$ cat src/rtl/pong_key_tracker.sv
// PS/2 set-2 scan-code decoder producing per-key control bits for Pong.
// Optional `PREFIX_TIMEOUT_EN abandons a stalled E0/F0 prefix after PREFIX_TIMEOUT idle cycles.
module pong_key_tracker #(
    parameter int PULSE_OR_HOLD  = 0,
    parameter int PREFIX_TIMEOUT = 1_000_000
) (
    input  logic       clk,
    input  logic       reset,
    input  logic [7:0] ps2_byte,
    input  logic       ps2_byte_valid,
    output logic       up,
    output logic       down,
    output logic       w,
    output logic       s,
    output logic       space,
    output logic       enter
);

    typedef enum logic [1:0] {
        IDLE    = 2'd0,
        EXT     = 2'd1,
        BRK     = 2'd2,
        EXT_BRK = 2'd3
    } state_t;

    localparam int K_UP    = 0;
    localparam int K_DOWN  = 1;
    localparam int K_W     = 2;
    localparam int K_S     = 3;
    localparam int K_SPACE = 4;
    localparam int K_ENTER = 5;

    state_t     state_q, state_d;
    logic [5:0] held_q, held_d;
    logic [5:0] out_q, out_d;
    logic [5:0] make_ev, brk_ev;
    logic [5:0] base_key, ext_key;
    logic       timeout_hit;

    always_comb begin
        base_key = '0;
        ext_key  = '0;
        case (ps2_byte)
            8'h1D:   base_key[K_W]     = 1'b1;
            8'h1B:   base_key[K_S]     = 1'b1;
            8'h29:   base_key[K_SPACE] = 1'b1;
            8'h5A:   base_key[K_ENTER] = 1'b1;
            default: base_key          = '0;
        endcase
        case (ps2_byte)
            8'h75:   ext_key[K_UP]   = 1'b1;
            8'h72:   ext_key[K_DOWN] = 1'b1;
            default: ext_key         = '0;
        endcase
    end

`ifdef PREFIX_TIMEOUT_EN
    localparam int CW = (PREFIX_TIMEOUT > 1) ? $clog2(PREFIX_TIMEOUT) : 1;

    logic [CW-1:0] cnt_q, cnt_d;

    always_comb begin
        cnt_d       = '0;
        timeout_hit = 1'b0;
        if (state_q != IDLE && !ps2_byte_valid) begin
            if (cnt_q == CW'(PREFIX_TIMEOUT - 1)) begin
                timeout_hit = 1'b1;
            end else begin
                cnt_d = cnt_q + CW'(1);
            end
        end
    end

    always_ff @(posedge clk) begin
        if (reset) begin
            cnt_q <= '0;
        end else begin
            cnt_q <= cnt_d;
        end
    end
`else
    assign timeout_hit = 1'b0;
`endif

    always_comb begin
        state_d = state_q;
        make_ev = '0;
        brk_ev  = '0;
        if (ps2_byte_valid) begin
            case (state_q)
                IDLE: begin
                    if (ps2_byte == 8'hE0)      state_d = EXT;
                    else if (ps2_byte == 8'hF0) state_d = BRK;
                    else                        make_ev = base_key;
                end
                EXT: begin
                    if (ps2_byte == 8'hF0)      state_d = EXT_BRK;
                    else if (ps2_byte == 8'hE0) state_d = EXT;
                    else begin
                        make_ev = ext_key;
                        state_d = IDLE;
                    end
                end
                BRK: begin
                    if (ps2_byte == 8'hF0) state_d = BRK;
                    else begin
                        brk_ev  = base_key;
                        state_d = IDLE;
                    end
                end
                EXT_BRK: begin
                    brk_ev  = ext_key;
                    state_d = IDLE;
                end
                default: state_d = IDLE;
            endcase
        end else if (timeout_hit) begin
            state_d = IDLE;
        end

        held_d = (held_q & ~brk_ev) | make_ev;
        // Pulse only on a make that finds the key released, so typematic repeats stay silent.
        out_d  = (PULSE_OR_HOLD != 0) ? (make_ev & ~held_q) : held_d;
    end

    always_ff @(posedge clk) begin
        if (reset) begin
            state_q <= IDLE;
            held_q  <= '0;
            out_q   <= '0;
        end else begin
            state_q <= state_d;
            held_q  <= held_d;
            out_q   <= out_d;
        end
    end

    assign up    = out_q[K_UP];
    assign down  = out_q[K_DOWN];
    assign w     = out_q[K_W];
    assign s     = out_q[K_S];
    assign space = out_q[K_SPACE];
    assign enter = out_q[K_ENTER];

endmodule

$ cat config.mk
export PLATFORM = sky130hd
export DESIGN_NAME = pong_key_tracker
export DESIGN_NICKNAME = d
export VERILOG_FILES = /design/src/rtl/pong_key_tracker.sv
export SDC_FILE = /design/constraint.sdc
export NUM_CORES = 1
export LEC_CHECK = 0
export CELL_PAD_IN_SITES_DETAIL_PLACEMENT = 1
export CELL_PAD_IN_SITES_GLOBAL_PLACEMENT = 1
export CORE_MARGIN = 1.5
export CORE_UTILIZATION = 30
export CTS_BUF_LIST = sky130_fd_sc_hd__clkbuf_4 sky130_fd_sc_hd__clkbuf_8
export CTS_CLUSTER_SIZE = 12
export DETAILED_ROUTE_END_ITERATION = 10
export PLACE_DENSITY_LB_ADDON = 0.1
export SLEW_MARGIN = 0
export SYNTH_ARGS = -nofsm -noshare
export SYNTH_HDL_FRONTEND = slang
export SYNTH_SLANG_ARGS = --single-unit
$ cat constraint.sdc
create_clock -name clk -period 1.3 [get_ports clk]
set_clock_uncertainty 0.2 [all_clocks]
set_input_delay 0.13 -clock clk [delete_from_list [all_inputs] [get_ports clk]]
set_output_delay 0.13 -clock clk [all_outputs]
set_load 0.05 [all_outputs]
==> results.ini, run 1 <==
[route]
num_vias=612
drc_errors=0
ant_nets=0
drt_iter0_markers=7
vias_per_cell=5.61
drt-pass1-iter-count=4
wl_per_cell_um=17.4
wl_um=1890

[final_layout]
diodes=0
final_cell_area_um2=965
num-fill-cells=171
stdcell_count=109
final_nets=106
drive_above_1_share_pct=43.0
syn_to_final_growth_pct=91.8
utilization_pct=62.6

[floorplanning]
core-area_um2=1540
die_area_um2=1930
initial_core_util_pct=32.6
die_h_um=43.9
rows=14
die_w_um=43.9
ios=17

[grt]
grt_pass1_vias=694
grt_pass1_wl_um=3230
antenna_found_initial=0
track_usage_pct=22.6
grt_max_degree=9
grt-ovfl-total=0

[clocking]
cts_root_buf=clkbuf_4
cts.reportedPaths.clkPinSlew_ns=0.06
clkSinkCount=8
clockBufferDepth=2
clkLatencyLatePin_ns=0.25
cts_tree=done
htree_levels=1
cts_made_buffers=3

[synth]
synth_nets=64
synth_common_cells=dfxtp_1 (8), nand2b_1 (5), nor2b_1 (4)
synthArstFlopShare_pct=0
yosysMostFrequentCell=dfxtp_1
syn-cell-area_um2=503
yosys-top-cells-area=dfxtp_1 (32%), and4bb_2 (7.5%), nand2b_1 (6.2%)
synth_edf_count=0
synthFlopType=dfxtp_1
synth_top_cell_by_area=dfxtp_1
synth_cell_types=23
yosys_register_bits=8
syn_area_per_cell_um2=9.49
synth_warnings=0
syn_inst=53
seq_area_frac_synth_pct=31.8
synth_top_area_share_pct=31.8

[timing]
post-route-period-util_pct=109
finalHoldViolCount=0
rsz0062_at_grt=yes
fmax_ghz=0.707
relSlewSlack_pct=83.1
slew_violations=0
fin_crit_ns=1.41
fin_ws_ns=-0.114
tightest_slew_ns=0.251
finalSetupViolCount=4

[critical_path]
worstPathRequired_ns=1.29
reg2reg_depth=4
worst-path-max-fanout=3
crit_path_start_kind=flip-flop
r2r-start=state_q[1]
cp-end-kind=flip-flop
reg2reg_slack_ns=-0.11
worstSetupPathType=flip-flop to flip-flop
arrival_ns=1.40
reg2reg_to=out_q[2]

[power]
power_w=0.000582
leakagePower_nw=0.406
peakVddDrop_uv=396
power.density_nw_per_um2=603

[status]
outcome=finished with violations
violations=setup timing

[placement]
portBuffers=16
gp_congestion=0.751
dp_hpwl_um=1450
dpl_cell_area_um2=887
dp_cells=104

[run]
max-cap-violations=0

[hold_path]
hp-class=input pin to flip-flop
hold_depth=3
hold_path_end=state_q[1]
min_from=reset

==> report_power, final <==
group / switching, W / total [W] / leakage, nW / internal (W)
combinational: 0.0000564 / 0.000131 / 0.327 / 0.0000742
sequential: 0.00000145 / 0.000248 / 0.0650 / 0.000246
clock: 0.0000972 / 0.000204 / 0.0138 / 0.000106
==> placed cells by master (no fill, tap or decap), types with 2 or more instances in the layout <==
master	instances
a21oi_1	2
and2b_1	3
and4bb_2	3
buf_12	6
buf_4	20
clkbuf_4	3
dfxtp_1	7
dlygate4sd2_1	10
mux2i_1	2
nand2_1	2
nand2b_1	5
nand3_1	2
nand3b_1	3
nand4_1	2
nand4b_1	3
nor2b_1	4
o2bb2ai_2	2
==> kinds of logic (layout without fill, tap and decap cells) <==
logic type,count (synthesis),count (layout),synth area share (%)
and+or+nand+nor,33,33,49.5
AOI/OAI and AO/OA,9,9,13.9
muxes,2,2,3.98
buffers and inverters,1,41,0.746
DFF,8,8,31.8
==> layer usage <==
metal	routed length, µm	global-route usage [%]	vias up	share of wire, %
met2	956	38.5	18	50
met1	834	29.1	298	44
met5	0	0	-	0
met3	80	4.58	4	4.2
li1	-	-	292	-
met4	23	4.85	0	1.2
==> state kept, by name (all words and copies together) (netlist names) <==
name	cells
state_q	2
out_q	6
==> worst max path at each step <==
stage | start | to | slack, ns | depth (start not counted)
2_1_floorplan | state_q[1] | out_q[4] | -0.07 | 3
3_3_place_gp | ps2_byte[2] | out_q[4] | -0.51 | 5
3_5_place_dp | ps2_byte[1] | out_q[4] | -0.56 | 4
4_1_cts | state_q[1] | out_q[4] | -0.17 | 3
5_1_grt | state_q[1] | out_q[3] | -0.18 | 4
6_report | state_q[1] | out_q[2] | -0.11 | 4
==> what timing repair did <==
action | 4_1_cts | 5_1_grt
setup buffers | 2 | 0
setup endpoints to repair | 7 | 4
pin swaps | 5 | 3
hold buffers | 0 | 0
resized for setup | 16 | 2
==> area by class of cell <==
class	instances	area (µm²)	area share [%]
clock buffers	3	22.5	2.33
inverters	1	3.75	0.389
multi-input cells	44	388	40.2
flip-flops and latches	8	161	16.7
well taps	16	20.0	2.08
repair buffers	37	369	38.3
==> worst max-delay path, stage by stage (launching register included) <==
cell and delay [ns]:
dfxtp_2 0.31, or2_1 0.23, a311o_1 0.35, buf_6 0.15, o2bb2ai_4 0.10
==> per-stage QoR <==
step	hold slack, ns	setup TNS (ns)	worst slack (ns)
3_3_place_gp	0.302	-3.07	-0.514
2_1_floorplan	-0.00835	-0.0738	-0.0738
3_5_place_dp	0.313	-3.32	-0.564
6_report	0.118	-0.418	-0.114
5_1_grt	0.129	-0.681	-0.178
4_1_cts	0.121	-0.576	-0.174
(Power assumes the default switching activity.)
==> inputs of run 2 (changes only) <==
--- a/config.mk
+++ b/config.mk
@@ -12,6 +12,7 @@
 export CTS_BUF_LIST = sky130_fd_sc_hd__clkbuf_4 sky130_fd_sc_hd__clkbuf_8
 export CTS_CLUSTER_SIZE = 12
 export DETAILED_ROUTE_END_ITERATION = 10
+export GPL_ROUTABILITY_DRIVEN = 0
 export PLACE_DENSITY_LB_ADDON = 0.1
 export SLEW_MARGIN = 0
 export SYNTH_ARGS = -nofsm -noshare
==> results of run 2 <==
Same layout as run 1: the final DEF is identical, and so are final timing and power.
